[config.mk]
export PLATFORM = sky130hd
export DESIGN_NAME = cache_arbiter_flat
export DESIGN_NICKNAME = d
export VERILOG_FILES = /design/src/rtl/cache_arbiter_if.sv /design/src/rtl/cache_arbiter.sv /design/src/flat_wrapper.sv
export SDC_FILE = /design/constraint.sdc
export NUM_CORES = 1
export LEC_CHECK = 0
export ABC_AREA = 0
export CORE_ASPECT_RATIO = 0.9
export CORE_MARGIN = 2
export CORE_UTILIZATION = 42
export CTS_CLUSTER_DIAMETER = 60
export CTS_CLUSTER_SIZE = 24
export DETAILED_ROUTE_END_ITERATION = 10
export PLACE_DENSITY = 0.86
export SYNTH_ARGS = -nofsm -noshare
export SYNTH_HDL_FRONTEND = slang
export SYNTH_SLANG_ARGS = --single-unit
[constraint.sdc]
create_clock -name clk -period 4.1 [get_ports clk]
set_clock_uncertainty 0.05 [all_clocks]
set_input_delay 1.23 -clock clk [delete_from_list [all_inputs] [get_ports clk]]
set_output_delay 1.23 -clock clk [all_outputs]
set_load 0.01 [all_outputs]
[src/rtl/cache_arbiter_if.sv]
// rtl/cache_arbiter_if.sv - requester and downstream cache signals for cache_arbiter
interface cache_arbiter_if;
    logic        req0, req1, wr0, wr1;
    logic [31:0] addr0, addr1, wdata0, wdata1;
    logic        ack0, ack1;
    logic [31:0] rdata0, rdata1;
    logic        miss0, miss1, err0, err1;
    logic [31:0] c_addr, c_data;
    logic        c_wr, c_valid;
    logic        c_response, c_missrate;
    logic [31:0] c_out;
    logic        busy;

    modport slave (
        input  req0, req1, wr0, wr1, addr0, addr1, wdata0, wdata1,
        input  c_response, c_missrate, c_out,
        output ack0, ack1, rdata0, rdata1, miss0, miss1, err0, err1,
        output c_addr, c_data, c_wr, c_valid, busy
    );

    modport master (
        output req0, req1, wr0, wr1, addr0, addr1, wdata0, wdata1,
        output c_response, c_missrate, c_out,
        input  ack0, ack1, rdata0, rdata1, miss0, miss1, err0, err1,
        input  c_addr, c_data, c_wr, c_valid, busy
    );
endinterface

[src/rtl/cache_arbiter.sv]
// rtl/cache_arbiter.sv - two-port round-robin arbiter in front of a single cache port
module cache_arbiter #(
    parameter int unsigned TIMEOUT = 64
) (
    input  logic             clk,
    input  logic             rst,
    cache_arbiter_if.slave   bus
);
    typedef enum logic [1:0] {IDLE, ISSUE, WAIT, RESP} state_t;

    localparam logic [8:0] TO9 = 9'(TIMEOUT);

    state_t     r_state;
    logic       r_last;
    logic       r_port;
    logic [7:0] r_cnt;

    logic       w_any;
    logic       w_grant;
    logic [8:0] w_cnt_nxt;

    // On a tie the port not served last wins; r_last resets to 1 so port 0 wins first.
    always_comb begin
        w_any     = bus.req0 | bus.req1;
        w_grant   = (bus.req0 && bus.req1) ? ~r_last : bus.req1;
        w_cnt_nxt = {1'b0, r_cnt} + 9'd1;
    end

    always_ff @(posedge clk) begin
        if (rst) begin
            r_state    <= IDLE;
            r_last     <= 1'b1;
            r_port     <= 1'b0;
            r_cnt      <= '0;
            bus.ack0   <= 1'b0;
            bus.ack1   <= 1'b0;
            bus.rdata0 <= '0;
            bus.rdata1 <= '0;
            bus.miss0  <= 1'b0;
            bus.miss1  <= 1'b0;
            bus.err0   <= 1'b0;
            bus.err1   <= 1'b0;
            bus.c_addr <= '0;
            bus.c_data <= '0;
            bus.c_wr   <= 1'b0;
            bus.c_valid <= 1'b0;
            bus.busy   <= 1'b0;
        end else begin
            bus.ack0    <= 1'b0;
            bus.ack1    <= 1'b0;
            bus.rdata0  <= '0;
            bus.rdata1  <= '0;
            bus.miss0   <= 1'b0;
            bus.miss1   <= 1'b0;
            bus.err0    <= 1'b0;
            bus.err1    <= 1'b0;
            bus.c_valid <= 1'b0;
            case (r_state)
                IDLE: begin
                    if (w_any) begin
                        r_port      <= w_grant;
                        r_last      <= w_grant;
                        bus.c_addr  <= w_grant ? bus.addr1  : bus.addr0;
                        bus.c_data  <= w_grant ? bus.wdata1 : bus.wdata0;
                        bus.c_wr    <= w_grant ? bus.wr1    : bus.wr0;
                        bus.c_valid <= 1'b1;
                        bus.busy    <= 1'b1;
                        r_state     <= ISSUE;
                    end
                end
                ISSUE: begin
                    r_cnt   <= '0;
                    r_state <= WAIT;
                end
                WAIT: begin
                    if (bus.c_response) begin
                        r_state <= RESP;
                        if (r_port) begin
                            bus.ack1   <= 1'b1;
                            bus.rdata1 <= bus.c_wr ? '0 : bus.c_out;
                            bus.miss1  <= bus.c_missrate;
                        end else begin
                            bus.ack0   <= 1'b1;
                            bus.rdata0 <= bus.c_wr ? '0 : bus.c_out;
                            bus.miss0  <= bus.c_missrate;
                        end
                    end else if (w_cnt_nxt >= TO9) begin
                        // Counter pins at TIMEOUT; the transaction ends with an error and no data.
                        r_cnt   <= TO9[7:0];
                        r_state <= RESP;
                        if (r_port) begin
                            bus.ack1 <= 1'b1;
                            bus.err1 <= 1'b1;
                        end else begin
                            bus.ack0 <= 1'b1;
                            bus.err0 <= 1'b1;
                        end
                    end else begin
                        r_cnt <= w_cnt_nxt[7:0];
                    end
                end
                RESP: begin
                    bus.busy <= 1'b0;
                    r_state  <= IDLE;
                end
                default: r_state <= IDLE;
            endcase
        end
    end
endmodule

[src/flat_wrapper.sv]
// flat-port wrapper written by rule: the top's interface ports become plain ports
module cache_arbiter_flat 
#(
    parameter int unsigned TIMEOUT = 64
)
  (clk, rst, bus_req0, bus_req1, bus_wr0, bus_wr1, bus_addr0, bus_addr1, bus_wdata0, bus_wdata1, bus_c_response, bus_c_missrate, bus_c_out, bus_ack0, bus_ack1, bus_rdata0, bus_rdata1, bus_miss0, bus_miss1, bus_err0, bus_err1, bus_c_addr, bus_c_data, bus_c_wr, bus_c_valid, bus_busy);
  cache_arbiter_if bus_i ();
  input  logic clk;
  input  logic rst;
  input wire logic [$bits(bus_i.req0)-1:0] bus_req0;
  input wire logic [$bits(bus_i.req1)-1:0] bus_req1;
  input wire logic [$bits(bus_i.wr0)-1:0] bus_wr0;
  input wire logic [$bits(bus_i.wr1)-1:0] bus_wr1;
  input wire logic [$bits(bus_i.addr0)-1:0] bus_addr0;
  input wire logic [$bits(bus_i.addr1)-1:0] bus_addr1;
  input wire logic [$bits(bus_i.wdata0)-1:0] bus_wdata0;
  input wire logic [$bits(bus_i.wdata1)-1:0] bus_wdata1;
  input wire logic [$bits(bus_i.c_response)-1:0] bus_c_response;
  input wire logic [$bits(bus_i.c_missrate)-1:0] bus_c_missrate;
  input wire logic [$bits(bus_i.c_out)-1:0] bus_c_out;
  output wire logic [$bits(bus_i.ack0)-1:0] bus_ack0;
  output wire logic [$bits(bus_i.ack1)-1:0] bus_ack1;
  output wire logic [$bits(bus_i.rdata0)-1:0] bus_rdata0;
  output wire logic [$bits(bus_i.rdata1)-1:0] bus_rdata1;
  output wire logic [$bits(bus_i.miss0)-1:0] bus_miss0;
  output wire logic [$bits(bus_i.miss1)-1:0] bus_miss1;
  output wire logic [$bits(bus_i.err0)-1:0] bus_err0;
  output wire logic [$bits(bus_i.err1)-1:0] bus_err1;
  output wire logic [$bits(bus_i.c_addr)-1:0] bus_c_addr;
  output wire logic [$bits(bus_i.c_data)-1:0] bus_c_data;
  output wire logic [$bits(bus_i.c_wr)-1:0] bus_c_wr;
  output wire logic [$bits(bus_i.c_valid)-1:0] bus_c_valid;
  output wire logic [$bits(bus_i.busy)-1:0] bus_busy;
  assign bus_i.req0 = bus_req0;
  assign bus_i.req1 = bus_req1;
  assign bus_i.wr0 = bus_wr0;
  assign bus_i.wr1 = bus_wr1;
  assign bus_i.addr0 = bus_addr0;
  assign bus_i.addr1 = bus_addr1;
  assign bus_i.wdata0 = bus_wdata0;
  assign bus_i.wdata1 = bus_wdata1;
  assign bus_i.c_response = bus_c_response;
  assign bus_i.c_missrate = bus_c_missrate;
  assign bus_i.c_out = bus_c_out;
  assign bus_ack0 = bus_i.ack0;
  assign bus_ack1 = bus_i.ack1;
  assign bus_rdata0 = bus_i.rdata0;
  assign bus_rdata1 = bus_i.rdata1;
  assign bus_miss0 = bus_i.miss0;
  assign bus_miss1 = bus_i.miss1;
  assign bus_err0 = bus_i.err0;
  assign bus_err1 = bus_i.err1;
  assign bus_c_addr = bus_i.c_addr;
  assign bus_c_data = bus_i.c_data;
  assign bus_c_wr = bus_i.c_wr;
  assign bus_c_valid = bus_i.c_valid;
  assign bus_busy = bus_i.busy;
  cache_arbiter #(.TIMEOUT(TIMEOUT)) u_core (.clk(clk), .rst(rst), .bus(bus_i));
endmodule
==> results of run 1 <==
-- critical path, cell delays in order --
cell and delay (ns):
clkdlybuf4s50_1 0.56, nor2_1 0.11, nor2b_4 0.63, buf_4 0.34, nor2_1 0.07, a211oi_1 0.23
-- area by class of cell --
class | instances | share of cell area
tap | 164 | 0.02196
clock inverter | 12 | 0.01232
timing repair buffer | 315 | 0.3379
sequential | 149 | 0.3192
clock buffer | 20 | 0.04887
inverter | 5 | 0.002008
multi-input combinational | 374 | 0.2577
-- worst max-delay path by stage --
stage / cells past startpoint / endpoint / slack (ns) / from
floorplan: 4 / u_core.r_state[0] / 1.63 / bus_c_response
global placement: 6 / u_core.bus.c_data[23] / 0.91 / bus_req0
detailed placement: 6 / u_core.bus.c_data[21] / 0.75 / bus_req0
CTS: 6 / u_core.bus.c_data[21] / 1.20 / bus_req0
global route: 6 / u_core.bus.c_data[28] / 1.00 / bus_req0
finish: 6 / u_core.bus.c_data[21] / 1.20 / bus_req0
-- per-stage QoR --
| step | total power [uW] | setup WS [ns] | hold WS [ns] | instance area (um2) |
|---|---|---|---|---|
| after floorplan | 2724 | 1.634 | 0.4052 | 5560 |
| after global placement | 3562 | 0.9053 | 0.4228 | 8773 |
| after detailed placement | 3618 | 0.7526 | 0.4396 | 8773 |
| after CTS | 5135 | 1.205 | 0.4480 | 9345 |
| after global routing | 5367 | 1.002 | 0.4587 | 9345 |
| final | 5103 | 1.204 | 0.4456 | 9345 |
-- cell usage in the layout, fill, tap and decap left out, types with 4 or more instances in the layout --
master / netlist / layout
nor2_1: 139 / 139
a211oi_1: 66 / 66
a21oi_1: 5 / 5
inv_1: 5 / 5
o211ai_1: 4 / 4
clkbuf_16: 0 / 17
nor2b_1: 5 / 4
nand2_1: 14 / 14
ha_1: 7 / 7
o21ai_0: 6 / 6
clkdlybuf4s50_1: 0 / 303
dfxtp_1: 149 / 149
inv_6: 0 / 6
mux2i_1: 66 / 66
buf_4: 4 / 8
nand2b_1: 33 / 33
-- sequential cells by signal, indices dropped and copies added, names as in the netlist --
signal	flops
u_core.bus.err0	1
u_core.bus.ack0	1
u_core.r_last	1
u_core.bus.c_valid	1
u_core.bus.miss1	1
u_core.bus.rdata0	32
u_core.r_cnt	8
u_core.bus.err1	1
u_core.bus.c_addr	32
u_core.r_port	1
u_core.bus.c_wr	1
u_core.bus.busy	1
u_core.r_state	2
u_core.bus.miss0	1
u_core.bus.rdata1	32
u_core.bus.ack1	1
u_core.bus.c_data	32
-- routing by layer --
metal,share of wire,wire [um],vias up,GRT usage
li1,-,-,2540,-
met1,0.39,6654,2396,0.2476
met2,0.50,8588,226,0.4196
met3,0.094,1629,25,0.09976
met4,0.022,388,0,0.08741
met5,0,0,-,0
-- power breakdown --
group          internal, uW  switching (uW)
registers              1710             153
logic                   904             845
clock network           876             619
total                  3490            1620
-- cell families (layout without fill, tap and decap cells) --
family | Yosys count | count (layout) | share of synthesized area
and+or+nand+nor | 207 | 207 | 0.1688
DFF | 149 | 149 | 0.5365
AOI/OAI and AO/OA | 93 | 93 | 0.1249
muxes | 66 | 66 | 0.1188
buffers and inverters | 44 | 352 | 0.03375
adders and majority gates | 7 | 7 | 0.01575
xor gates and xnor gates | 1 | 1 | 0.001575
==> impl.org, run 1 <==
** Yosys
- Area share of the largest cell type after synthesis :: 0.5365
- Yosys printed 0 warnings.
- Post-synth top flop :: dfxtp_1
- Top post-synthesis cells by area :: dfxtp_1 54%, mux2i_1 12%, nor2_1 9.4%, a211oi_1 8.9%, nand2b_1 3.7%
- Largest area contributor in the netlist :: dfxtp_1
- FF+latch count, synth :: 149
- dfxtp_1 is the most common cell in the netlist.
- For this run, asynchronously set or reset flops after synthesis account for 0.
- Counting instances in the post-synthesis netlist gives the leading cell types as 149 x dfxtp_1, 139 x nor2_1, 66 x a211oi_1, 66 x mux2i_1, 33 x nand2b_1.
- Mean instance size in the synthesized netlist :: 9.807 um2
- Synth Instances :: around 570
- Post-synth cell types :: 40
- Sequential area share after synthesis :: 0.5365
- The synthesized design contains 0 enable-type register cells.
- The mapped netlist covers 5560 um2.
- Number of nets produced by synthesis :: roughly 740

** Finish
- Leaving out filler cells and counting taps, the final layout contains 1039.
- Synth-to-layout area growth :: 68.07%
- Final layout net count :: slightly above 1000
- Share of final-layout standard cells stronger than drive strength 1 :: 0.05829
- Area used by sequential logic in the layout :: 2983 um2
- Area occupied by multi-input gates :: 2409 um2
- Number of antenna repair diodes :: 0
- The layout has 898 filler cells.
- Finished Core Util :: 0.7282

** Min path
- The worst hold path begins at u_core.r_cnt[7].
- The worst hold path terminates at u_core.r_cnt[7].
- Worst hold path type :: reg2reg
- Hold Path Stages :: 1

** Routing
- Number of routed nets with antenna violations :: 0
- DRC violation total after the first TritonRoute iteration :: 208
- Dividing the detail-routed wire length by the instance count gives 16.61 um.
- For this run, the detailed router's first-pass iteration total came to 4.
- Total number of vias :: ~5200
- Total wire length after detailed routing :: 17.26 mm
- In the routed layout, each cell is associated on average with a via count of between 4 and 5.
- DRC Markers :: 0

** Clocking
- Post-CTS sizing :: 0
- The number of setup buffers added after CTS is 0.
- CTS tree :: done
- In this run the deepest clock path goes through 2 buffers.
- The clock reaches the later pin of the worst-skew pair after 0.41 ns.
- Cell at the root of the clock tree :: clkbuf_16
- Buffers inserted to repair hold after CTS numbered 0.
- Total clock buffers created by CTS :: 17
- H-Tree Level Count :: 4
- Clock-pin slew was measured on the worst setup and hold paths at around 0.06 ns.
- Clock sinks :: 149

** Global route
- Global routing finished with a remaining overflow of 0.
- Via count of the first global-routing pass :: 5218
- Entering global routing, the biggest net connects 52 pins.
- The initial antenna violation count is 0.
- Across every metal layer, demand over resource in global routing totals 0.2349.
- Wire length of the first global-routing pass :: 26.24 mm

** Worst setup path
- For the worst setup path, the data required time is 4.37 ns.
- The endpoint identified for the worst register-to-register timing path is u_core.bus.c_data[21].
- Counting cells, the worst reg-to-reg path comes to 6.
- Setup slack of the worst register-to-register path :: between 1.5 and 2 ns
- In this run the critical register-to-register path is launched from u_core.r_state[1].
- Type of element capturing the critical path :: flop
- Data arrival time at the worst-slack endpoint :: 3.17 ns
- Crit path kind :: in2reg
- Top fanout value on the critical path :: 33
- Worst setup SP type :: input pin

** STA
- Setup violations remaining at the end of the flow were counted as 0.
- The worst path needs 2.896 ns of the cycle, external delays included.
- For this run, the top clock speed supported by timing is approximately 0.35 GHz.
- Slew @ Worst Pin :: 0.7709 ns
- Worst-case headroom to the max-slew limit :: 0.4850
- In the final timing run, aggregate negative setup slack is 0 ns.
- In the finished design, the share of the clock period the worst path needs comes to 0.7063.
- Unrepaired setup endpoints after global routing :: no
- The final number of hold-violating endpoints came to 0.
- Number of pins with negative max-slew slack in the final report :: 0

** Floorplanning
- Height of the die :: 113.2 um
- Core area :: 12830 um2
- After floorplanning, the core was divided into 39 placement rows.
- 305 I/O pins were placed.
- For this configuration, the core starts out at a cell density of 0.4333.
- The floorplan step defined a die boundary enclosing 14180 um2.
- From left edge to right edge, the die measures about 130 um.

** Placement
- Total instance count after detailed placement :: between 1000 and 1500
- Summed over all nets, the half-perimeter wirelength after detailed placement is 12.88 mm.
- During placement, the flow inserted port buffers numbering slightly above 300.
- Global placement routability congestion :: a little over 0.8

** Power and ir drop
- Pwr/cell area :: ~550 nW/um2
- VDD sags by at most 0.0004241 V.
- Static leakage power :: 0.003593 uW

** Status
- The flow ran to the end, and the final reports show no timing, DRC or antenna violations.

** Run
- Number of max-capacitance violations reported :: 0
Power figures use the tool's default switching activity.
==> run 2: changes to the inputs <==
--- a/config.mk
+++ b/config.mk
@@ -8,11 +8,11 @@
 export ABC_AREA = 0
 export CORE_ASPECT_RATIO = 0.9
 export CORE_MARGIN = 2
-export CORE_UTILIZATION = 42
+export CORE_UTILIZATION = 39
 export CTS_CLUSTER_DIAMETER = 60
 export CTS_CLUSTER_SIZE = 24
 export DETAILED_ROUTE_END_ITERATION = 10
-export PLACE_DENSITY = 0.86
+export PLACE_DENSITY = 0.81
 export SYNTH_ARGS = -nofsm -noshare
 export SYNTH_HDL_FRONTEND = slang
 export SYNTH_SLANG_ARGS = --single-unit
==> constraint.sdc (replaced) <==
create_clock -name clk -period 2.8 [get_ports clk]
set_clock_uncertainty 0.05 [all_clocks]
set_input_delay 0.84 -clock clk [delete_from_list [all_inputs] [get_ports clk]]
set_output_delay 0.84 -clock clk [all_outputs]
set_load 0.01 [all_outputs]
==> run 2 against run 1 <==
First-iteration DRC count down 10%. Routed wire length fell by 0.90%. Clock-buffer cell count is 2 lower. Register-to-register slack got worse by 1.2 ns. Clock power increased by 47%. Hold slack better by 0.0010 ns. Via count decreased by 2.6%. Critical path depth down 5. Worst setup slack worse by 0.70 ns. Non-clock buffer count increased by 4. Combinational power is 42% higher. Largest cell class unchanged.
==> impl.org, run 2 (same netlist as run 1, synthesis figures left out) <==
** STA
- Derived from the worst setup path, the maximum achievable clock frequency is about 0.43 GHz.
- After layout, the minimum clock period comes to approximately 2.3 ns.
- Number of failing hold endpoints at the final stage :: 0 (unchanged)
- Setup violations, final :: 0 (unchanged)
- The total count of max-transition violations in the final report is 0 (unchanged).
- Of the available clock period, the critical path in the final layout requires 0.8215.
- Setup TNS :: 0 ns (unchanged)
- Unrepaired setup endpoints after global routing :: no
- Slew @ Worst Pin :: 0.6763 ns (-0.09463 ns)
- Worst-case headroom to the max-slew limit :: 0.5491 (+0.06418)

** Worst setup path
- Cell family with most CP delay :: buffers and inverters
- The worst setup path is launched from a flop.
- CP Cell Sequence :: clkdlybuf4s50_1
- Crit path kind :: reg2out
- The critical path's largest stage delay is 0.57 ns (-0.06 ns).
- The data required time of the critical path is 1.91 ns (-2.46 ns).
- Data arrival time at the worst-slack endpoint :: 1.41 ns (-1.76 ns)
- The number of buffer and inverter stages on the critical path was 1 (-1).
- Among all stages on the critical path, the largest delay is contributed by clkdlybuf4s50_1.
- STA classifies the critical path endpoint as a primary output.
- Top fanout value on the critical path :: 2 (-94%)

** Global route
- Combined global-route utilization of all metal layers :: 0.2210 (-0.01381)
- Total gr overflow :: 0 (unchanged)
- Wire length of the first global-routing pass :: 25.12 mm (-4.3%)
- Via count of the first global-routing pass :: 4829 (-7.5%)
- Pin count of the biggest net entering global routing :: 106 (+100%)
- Antenna violations before repair :: 0 (unchanged)

** Clocking
- The number of resized instances in the post-cts repair step is 0 (unchanged).
- Post-CTS setup buffer count :: 0 (unchanged)
- H-Tree Level Count :: 4 (unchanged)
- Clock sinks :: 149 (unchanged)
- Cell at the root of the clock tree :: clkbuf_16
- The CTS buffer count was 17 (unchanged).
- CTS tree :: done
- The clock latency reported for the late side of the worst-skew pair was 0.43 ns (+0.02 ns).
- Deepest clock path buffer count :: 2 (unchanged)
- Hold buffer count at cts :: 0 (unchanged)
- Clk slew on worst S/H paths :: 0.06 ns (about the same)

** Finish
- The library cell used most frequently in the layout, excluding fill and tap cells, is clkdlybuf4s50_1.
- The share of the core filled with cells was 0.6744 (-0.05378).
- The share of post-route cells with drive strength above 1 came to 0.06257 (+0.004285).
- Final layout net count :: 1041 (+0.39%)
- From synthesis to final layout, the design area changed by 69.24%.
- Highest-count cells in the layout ignoring fill and taps :: 303 x clkdlybuf4s50_1, 149 x dfxtp_1, 139 x nor2_1, 66 x mux2i_1, 66 x a211oi_1
- The antenna cell count is 0 (unchanged).

** Routing
- Per-cell via count in the routed design :: 4.715 (-5.6%)
- Number of routed nets with antenna violations :: 0 (unchanged)
- The length of routed met3 wiring was 1.938 mm (+19%).
- Uppermost metal layer occupied by signal nets :: met4
- The wire length on met1 came to 6.275 mm (-5.7%).
- Detailed-routed wire length on met2 :: 8.521 mm (-0.78%)
- WL per Instance :: 15.96 um (-3.9%)
- DRC violation total after the first TritonRoute iteration :: 187 (-10%)
- The detailed-routing iteration count for the pre-antenna-repair pass came to 4 (unchanged).
- Total wire length after detailed routing :: 17.11 mm (-0.90%)
- Total number of vias :: 5054 (-2.6%)
- DRC Markers :: 0 (unchanged)

** Floorplanning
- The top-level I/O count came to 305 (unchanged).
- Die Footprint :: 15230 um2 (+7.4%)
- The effective utilization at floorplan came to 0.3985 (-0.03477).
- Core area :: 13950 um2 (+8.7%)
- The width of the chip was 129.9 um (+3.7%).
- The row count came to 41 (+5.1%).
- Height of the die :: 117.3 um (+3.6%)

** Run
- The count of max-cap constraint violations was 0 (unchanged).

** Power and ir drop
- The power per unit of standard cell area is 787.3 nW/um2 (+44%).
- Peak supply drop :: 0.0004746 V (+12%)
- Static leakage power :: 0.003610 uW (+0.47%)

** Status
- The run finished with clean final reports.

** Placement
- Global placement routability congestion :: 0.8019 (-3.0%)
- Total half-perimeter wirelength after legalization and detailed placement :: 12.84 mm (-0.34%)
- Count of buffers from port buffering :: 304 (unchanged)

** Min path
- The worst hold path belongs to the class reg2reg.
[run 2: final timing paths]
check	endpoint	slack, ns	cells after the start	from
worst max register to register	u_core.r_cnt[5]	0.72	6	u_core.r_state[0]
worst min-delay path	u_core.r_cnt[7]	0.45	1	u_core.r_cnt[7]
worst max-delay path	bus_busy	0.50	1	u_core.bus.busy
worst min register to register	u_core.r_cnt[7]	0.45	1	u_core.r_cnt[7]
[run 2: where the power goes]
| part | internal, uW | switching, uW |
|---|---|---|
| sequential | 2500 | 208 |
| clock | 1250 | 960 |
| combinational | 1290 | 1200 |
| total | 5040 | 2370 |
[run 2: final cells by class]
cell class                      count  area [um2]
Fill cell                        1128        4543
Timing Repair Buffer              319        3188
Sequential cell                   149        2983
Multi-Input combinational cell    374        2409
Clock buffer                       18       429.2
Tap cell                          193       241.5
Clock inverter                     14       141.4
Inverter                            5       18.77
[run 2: per-layer routing]
metal,up-vias,track usage
met5,-,0
met1,2279,0.2260
met2,204,0.3780
met3,24,0.1214
met4,0,0.09176
li1,2547,-
[run 2: metrics by stage]
| stage | setup WS [ns] | hold WS (ns) | cell area, um2 | std cells | power, uW |
|---|---|---|---|---|---|
| 4_1_cts | 0.4740 | 0.4483 | 9410 | 1072 | 7483 |
| 3_3_place_gp | 0.1938 | 0.4308 | 8840 | 1040 | 5221 |
| 5_1_grt | 0.4547 | 0.4625 | 9410 | 1072 | 7822 |
| 6_report | 0.4997 | 0.4466 | 9410 | 1072 | 7409 |
| 3_5_place_dp | 0.1639 | 0.4410 | 8840 | 1040 | 5258 |
| 2_1_floorplan | 0.7241 | 0.4052 | 5560 | 567 | 3989 |
